## src/rtl/ahb_master_burst.sv

```systemverilog
// AHB-Lite burst master: turns a start/addr/len command into a SINGLE or INCR
// burst, overlapping each beat's address phase with the previous beat's data phase.
module ahb_master_burst #(
  parameter int ADDR_W    = 32,
  parameter int DATA_W    = 32,
  parameter int MAX_BURST = 16,
  localparam int LEN_W    = $clog2(MAX_BURST)
) (
  input  logic              hclk,
  input  logic              hresetn,
  input  logic              start,
  input  logic              cmd_wr,
  input  logic [ADDR_W-1:0] cmd_addr,
  input  logic [LEN_W-1:0]  cmd_len,
  input  logic [DATA_W-1:0] wdata,
  output logic              wdata_rd,
  output logic [DATA_W-1:0] rdata,
  output logic              rdata_valid,
  output logic              busy,
  output logic              done,
  output logic              err,
  output logic [ADDR_W-1:0] haddr,
  output logic [1:0]        htrans,
  output logic              hwrite,
  output logic [2:0]        hsize,
  output logic [2:0]        hburst,
  output logic [DATA_W-1:0] hwdata,
  input  logic [DATA_W-1:0] hrdata,
  input  logic              hreadyout,
  input  logic              hresp
);
  localparam int BYTES = DATA_W / 8;
  localparam logic [1:0] TR_IDLE   = 2'b00;
  localparam logic [1:0] TR_NONSEQ = 2'b10;
  localparam logic [1:0] TR_SEQ    = 2'b11;

  typedef enum logic [1:0] {S_IDLE, S_ADDR, S_PIPE, S_LAST} state_t;

  state_t            state_q, state_d;
  logic [ADDR_W-1:0] haddr_q, haddr_d, next_addr;
  logic [1:0]        htrans_q, htrans_d;
  logic              hwrite_q, hwrite_d;
  logic [2:0]        hburst_q, hburst_d;
  logic [DATA_W-1:0] hwdata_q, hwdata_d;
  logic [DATA_W-1:0] rdata_q, rdata_d;
  logic              rdata_valid_q, rdata_valid_d;
  logic              busy_q, busy_d;
  logic              done_q, done_d;
  logic              err_q, err_d;
  logic              cmd_wr_q, cmd_wr_d;
  logic [LEN_W-1:0]  len_q, len_d;
  logic [LEN_W:0]    issue_cnt_q, issue_cnt_d;
  logic [LEN_W:0]    data_cnt_q, data_cnt_d;
  logic [LEN_W:0]    last_beat;

  assign last_beat = {1'b0, len_q};
  assign hsize     = 3'($clog2(BYTES));
  assign wdata_rd  = busy_q & hwrite_q & (htrans_q != TR_IDLE) & hreadyout;

  always_comb begin
    state_d       = state_q;
    haddr_d       = haddr_q;
    htrans_d      = htrans_q;
    hwrite_d      = hwrite_q;
    hburst_d      = hburst_q;
    hwdata_d      = hwdata_q;
    rdata_d       = rdata_q;
    rdata_valid_d = 1'b0;
    busy_d        = busy_q;
    done_d        = 1'b0;
    err_d         = err_q;
    cmd_wr_d      = cmd_wr_q;
    len_d         = len_q;
    issue_cnt_d   = issue_cnt_q;
    data_cnt_d    = data_cnt_q;
    next_addr     = haddr_q + ADDR_W'(BYTES);

    case (state_q)
      S_IDLE: begin
        hwdata_d = '0;
        if (start) begin
          state_d     = S_ADDR;
          haddr_d     = cmd_addr & ~ADDR_W'(BYTES - 1);
          htrans_d    = TR_NONSEQ;
          hwrite_d    = cmd_wr;
          hburst_d    = (cmd_len == '0) ? 3'b000 : 3'b001;
          busy_d      = 1'b1;
          err_d       = 1'b0;
          cmd_wr_d    = cmd_wr;
          len_d       = cmd_len;
          issue_cnt_d = '0;
          data_cnt_d  = '0;
        end
      end
      default: begin
        if (hreadyout) begin
          // PIPE and LAST both carry a data phase that completes on this edge.
          if (state_q != S_ADDR) begin
            data_cnt_d = data_cnt_q + 1'b1;
            if (hresp) err_d = 1'b1;
            if (!cmd_wr_q) begin
              rdata_d       = hrdata;
              rdata_valid_d = 1'b1;
            end
          end
          if (state_q == S_LAST) begin
            if (data_cnt_q == last_beat) begin
              state_d = S_IDLE;
              busy_d  = 1'b0;
              done_d  = 1'b1;
            end
          end else if (issue_cnt_q == last_beat) begin
            state_d  = S_LAST;
            haddr_d  = '0;
            htrans_d = TR_IDLE;
            hwrite_d = 1'b0;
            hburst_d = 3'b000;
          end else begin
            state_d     = S_PIPE;
            issue_cnt_d = issue_cnt_q + 1'b1;
            haddr_d     = next_addr;
            // A 1 KB crossing must restart the burst with NONSEQ.
            htrans_d    = (next_addr[9:0] == 10'd0) ? TR_NONSEQ : TR_SEQ;
          end
        end
      end
    endcase

    if (wdata_rd) hwdata_d = wdata;
  end

  always_ff @(posedge hclk or negedge hresetn) begin
    if (!hresetn) begin
      state_q       <= S_IDLE;
      haddr_q       <= '0;
      htrans_q      <= TR_IDLE;
      hwrite_q      <= 1'b0;
      hburst_q      <= 3'b000;
      hwdata_q      <= '0;
      rdata_q       <= '0;
      rdata_valid_q <= 1'b0;
      busy_q        <= 1'b0;
      done_q        <= 1'b0;
      err_q         <= 1'b0;
      cmd_wr_q      <= 1'b0;
      len_q         <= '0;
      issue_cnt_q   <= '0;
      data_cnt_q    <= '0;
    end else begin
      state_q       <= state_d;
      haddr_q       <= haddr_d;
      htrans_q      <= htrans_d;
      hwrite_q      <= hwrite_d;
      hburst_q      <= hburst_d;
      hwdata_q      <= hwdata_d;
      rdata_q       <= rdata_d;
      rdata_valid_q <= rdata_valid_d;
      busy_q        <= busy_d;
      done_q        <= done_d;
      err_q         <= err_d;
      cmd_wr_q      <= cmd_wr_d;
      len_q         <= len_d;
      issue_cnt_q   <= issue_cnt_d;
      data_cnt_q    <= data_cnt_d;
    end
  end

  assign haddr       = haddr_q;
  assign htrans      = htrans_q;
  assign hwrite      = hwrite_q;
  assign hburst      = hburst_q;
  assign hwdata      = hwdata_q;
  assign rdata       = rdata_q;
  assign rdata_valid = rdata_valid_q;
  assign busy        = busy_q;
  assign done        = done_q;
  assign err         = err_q;
endmodule

```

## config.mk

```make
export PLATFORM = sky130hd
export DESIGN_NAME = ahb_master_burst
export DESIGN_NICKNAME = d
export VERILOG_FILES = /design/src/rtl/ahb_master_burst.sv
export SDC_FILE = /design/constraint.sdc
export NUM_CORES = 1
export LEC_CHECK = 0
export CAP_MARGIN = 20
export CORE_UTILIZATION = 35
export CTS_CLUSTER_SIZE = 14
export DETAILED_ROUTE_END_ITERATION = 6
export PLACE_DENSITY = 0.77
export SYNTH_ARGS = -nofsm -noshare
export SYNTH_HDL_FRONTEND = slang
export SYNTH_SLANG_ARGS = --single-unit
export TNS_END_PERCENT = 30
```

## constraint.sdc

```tcl
create_clock -name hclk -period 2 [get_ports hclk]
set_input_delay 0.4 -clock hclk [delete_from_list [all_inputs] [get_ports hclk]]
set_output_delay 0.4 -clock hclk [all_outputs]
set_load 0.05 [all_outputs]
```

[Yosys cells after proc, flatten, opt, wreduce, memory -nomap -nowiden]
Cells that the tools add are included.
Word-level totals
  bits in registers: 123
  input port bits: 106
  output and inout bits: 110
  logic and storage cells: 107
Operators by class
  $add $sub $neg: 3
  equality and inequality tests: 8
  multiplexer cells: 56
  bitwise gates (word level): 5
  reduce and logical (&&, ||, !) cells: 20
Operator list (count)
  two-way mux 32 bit: 7
  two-way mux 5 bit: 8
  adder 32 x 3 -> 32 bit, second input constant: 1
  two-way mux 1 bit: 26
  two-way mux 2 bit: 10
  AND reduction 4 bit: 5
  nonzero test 2 bit: 8
  two-way mux 3 bit: 5
  adder 5 x 1 -> 5 bit, second input constant: 2
  equality test 5 x 4 -> 1 bit: 2
  logical NOT 10 bit: 1
  AND reduction 3 bit: 3
  != test 2 x 1 -> 1 bit, second input constant: 3
  logical NOT 4 bit: 1
  bitwise AND 1 bit: 3
  != test 3 x 1 -> 1 bit, second input constant: 1
  equality test 2 bit, second input constant: 1
  logical NOT 2 bit: 1
  != test 2 bit, second input constant: 1
  NOT 1 bit: 2
  AND reduction 2 bit: 1

[Depth between registers and ports, before layout]
  depth in word-level cells: 7
  gate-level depth with buffers: 10
  mapped depth without buffers: 7

[Worst setup path before layout]
OpenSTA, ideal clock, no wires.
  path type: register to register
  start point: reg haddr_q[2], in the netlist haddr[2]
  end point: reg haddr_q[12], in the netlist haddr[12]
  setup time: 0.068 ns
  data arrival time: 2.204 ns
  data required time: 1.932 ns
  slack: -0.272 ns
  stages on the path, launching flop included: 8
  path buffers: 1
  period minus slack after synthesis: 2.272 ns
  path through: dfrtp_1 ha_1 nand3_2 or2_2 clkbuf_1 or4_1 a21oi_1 a221o_1
On the way
  longest elaborated chain between the ends: 5
Ends and longest elaborated chain
  from (decl): line 40  | logic [ADDR_W-1:0] haddr_q, haddr_d, next_addr;
  from (signal assigned): line 151  | haddr_q <= haddr_d;
  adder 32 x 3 -> 32 bit: line 76  | next_addr = haddr_q + ADDR_W'(BYTES);
  two-way mux 32 bit: line 112  | end else if (issue_cnt_q == last_beat) begin
  two-way mux 32 bit: line 106  | if (state_q == S_LAST) begin
  two-way mux 32 bit: line 96  | if (hreadyout) begin
  two-way mux 32 bit: line 78  | case (state_q)
Every way passes these cells. The select of a mux whose other input is x is not followed.
A chain may end at the register's enable or synchronous reset.

[Final worst setup path]
  start point: reg rdata_q[4], in the netlist rdata[4]
  end point: out rdata[4]
RTL lines
  from (decl): line 45  | logic [DATA_W-1:0] rdata_q, rdata_d;
  from (signal assigned): line 156  | rdata_q <= rdata_d;
  to (decl): line 17  | output logic [DATA_W-1:0] rdata,
No word-level cell between the ends.

==> results.txt <==
Worst Setup End Kind - primary output
CTS buffer count - 17
Worst path depth - 1
PwrDens - 1970 nW/um^2
Post-synth top flop - dfrtp_1
DRT iter0 DRCs - 341
Final Max Tran Viols - 0
post-synthesis simple-gate area fraction - 18.1%
asr flop ratio synth - 100%
DR WL/cell - 16.3 um
Total Wirelength - 17.0 mm
DRC violations left - 1
DP Cell Count - 1008
DR pass1 iterations - 7
design area - 9140 um^2
largest net degree at the start of global routing - 46
Cell variety after synth - 57
drt via density - 5.10
die width - 132 um
worst path cell trace - clkdlybuf4s50_1
layout cells sized above 1 - 21.9%
CP Buf/Inv Count - 1
Adder-Cell Fraction of Synth Area - 1.49%
critical path data required time - 1600 ps
VDD IR max - 0.910 mV
multi-input logic area - 2750 um^2
register area - 3000 um^2
diode count - 0
root buffer cell - clkbuf_16
post-route met1 wirelength - 7.26 mm
crit path DAT - 1570 ps
minimum clock period - 1970 ps
num rows - 47
top-level port count - 216
GR Overflow Total - 0
crit path max fanout - 2
Slowest cell on crit path - clkdlybuf4s50_1
core area - 16500 um^2
worst slack at placement - -167 ps
Highest Clock Rate - 508 MHz
Rel. slew slack - 63.5%
TritonCTS clock tree - built
Mapped Area - 5890 um^2
Least-Margin Pin Slew - 547 ps
Avg Cell Area, Syn - 10.2 um^2
Initial Utilization - 35.6%
DP HPWL - 12.1 mm
Cells after Synth - 575
RSZ-0062 raised after global routing - no
largest family of logic cells by synthesized area - simple AND/OR/NAND/NOR gates
max cap viols - 0
GRT Total Usage - 19.9%
worst hold path class - in2async
Seq/Total Area, Yosys - 50.6%
first-pass GRT wire length - 27.5 mm
failing checks - DRC
Post-DRT Antenna Nets - 0
Clk pin slew, worst setup/hold paths - 60 ps
Met3 Wirelength - 972 um
Worst-Skew Late Latency - 420 ps
CP startpoint kind - register
Post-synth EDFFs - 0
vias in the first global route - 5342
Post-DP Area - 8460 um^2
Pleak - 4.25 nW
Area Growth Syn to Fin - 55.2%
Layout fillers - 1428
DR WL met2 - 8.50 mm
GPL Wtd Cong - 0.844
via count - 5324
die span in y - 132 um
Layout Cells excl Fill - 1043
Finish-stage setup viols - 0
cell class contributing the biggest share of worst-path delay - buffers and inverters
PortBufs - 206
Reg2Reg Depth - 7
clk buf depth - 2
htree depth - 4
Nets - 923
top sig layer - met5
final hold viol count - 0
Synth Area in Compound Gates - 15.2%
Tot Pwr - 18.0 mW
final setup skew - 10.4 ps
multiplexer share of the synthesized area - 9.01%
final period utilization - 98.4%
slowest stage delay, CP - 800 ps
Sinks on Clock Net - 119
Synth Register Bits - 119
final worst slack - 32.5 ps
Yosys warnings - 0
crit path kind - reg2out
die area - 17300 um^2
status - finished, violations left
initial antenna violation count - 1
setup TNS - 0 ps
post-synthesis xor/xnor area fraction - 1.19%
-- cell type report --
class | instances | area share (%)
clock buffer | 18 | 4.70
clock inverter | 14 | 1.67
inverter | 13 | 0.534
multi-input combinational | 407 | 30.1
sequential | 119 | 32.8
tap | 220 | 3.01
timing repair buffer | 252 | 27.2
-- logic make-up after synthesis --
family                     Yosys count
other                                2
DFF                                119
xor gates and xnor gates             8
buffers and inverters               54
muxes                               48
adders and majority gates            7
AOI/OAI and AO/OA                  144
and+or+nand+nor                    193
-- stage by stage --
step | util, % | hold WS [ps]
floorplan | - | 104
global placement | 51.2 | 269
detailed placement | 51.2 | 270
CTS | 54.6 | 367
global route | 55.3 | 381
finish | 55.3 | 385
-- power breakdown --
group	leakage, nW	internal (mW)	switching, mW
Combinational	2.55	3.85	6.55
Clock	0.272	1.84	1.17
Sequential	1.42	3.60	1.00
-- registers in the layout, summed over array words and instances (netlist names) --
name and flops:
hwrite 1, hburst 1, state_q 2, rdata_valid 1
done 1, data_cnt_q 5, busy 1, rdata 32
htrans 2, haddr 30, hwdata 32, err 1
cmd_wr_q 1, len_q 4, issue_cnt_q 5
-- path summary, 6_finish.rpt --
path | startpoint | endpoint | slack, ps
worst min-delay path | hresetn | haddr[13] | 380
worst max register to register | state_q[1] | haddr[11] | 60
min in group hclk | issue_cnt_q[4] | issue_cnt_q[4] | 480
max in group asynchronous | hresetn | hwdata[26] | 1000
worst max-delay path | rdata[4] | rdata[4] | 30
worst min register to register | issue_cnt_q[4] | issue_cnt_q[4] | 480
-- layer usage --
metal,vias up,global-route usage [%]
met1,2625,24.2
met2,164,33.5
met3,18,5.90
met5,-,0
met4,2,7.11
li1,2515,-
-- repair_timing --
action | 4_1_cts | 5_1_grt
setup endpoints to repair | 51 | 44
setup buffers | 0 | 2
hold buffers | 1 | 0
pin swaps | 1 | 2
resized for setup | 39 | 37
endpoints found under the hold margin | 9 | 0
-- Yosys cell counts, types with 4 or more instances --
cell	instances	share of area, %
ha_1	7	1.5
nor3_2	4	0.68
a221o_1	7	1.2
dfrtp_1	119	51
nand3_1	17	1.4
a21o_1	5	0.64
buf_2	10	0.85
a22o_1	5	0.74
clkbuf_1	20	1.3
nand4_1	6	0.64
a21oi_1	26	2.2
xor2_1	5	0.74
mux2_2	40	7.6
or4_1	7	0.89
nor4_1	4	0.42
o211ai_1	4	0.51
nor3_1	8	0.68
nor2_1	21	1.3
a22oi_1	11	1.4
buf_4	7	0.89
mux2i_1	8	1.4
nand2_1	62	4.0
and3_1	8	0.85
nand2b_1	35	3.7
inv_1	13	0.83
o21ai_0	62	5.3
-- cell usage in the layout, fill, tap and decap left out, types with 13 or more instances in the layout --
| master | count |
|---|---|
| nand2_1 | 62 |
| clkdlybuf4s50_1 | 110 |
| inv_1 | 13 |
| dlygate4sd2_1 | 37 |
| nor2_1 | 21 |
| nand3_1 | 17 |
| clkbuf_16 | 17 |
| dfrtp_1 | 104 |
| buf_4 | 62 |
| a21oi_1 | 25 |
| dfrtp_2 | 15 |
| nand2b_1 | 34 |
| mux2_2 | 40 |
| o21ai_0 | 62 |
| dlymetal6s2s_1 | 34 |
No activity file was read; power rests on OpenSTA's default activity.
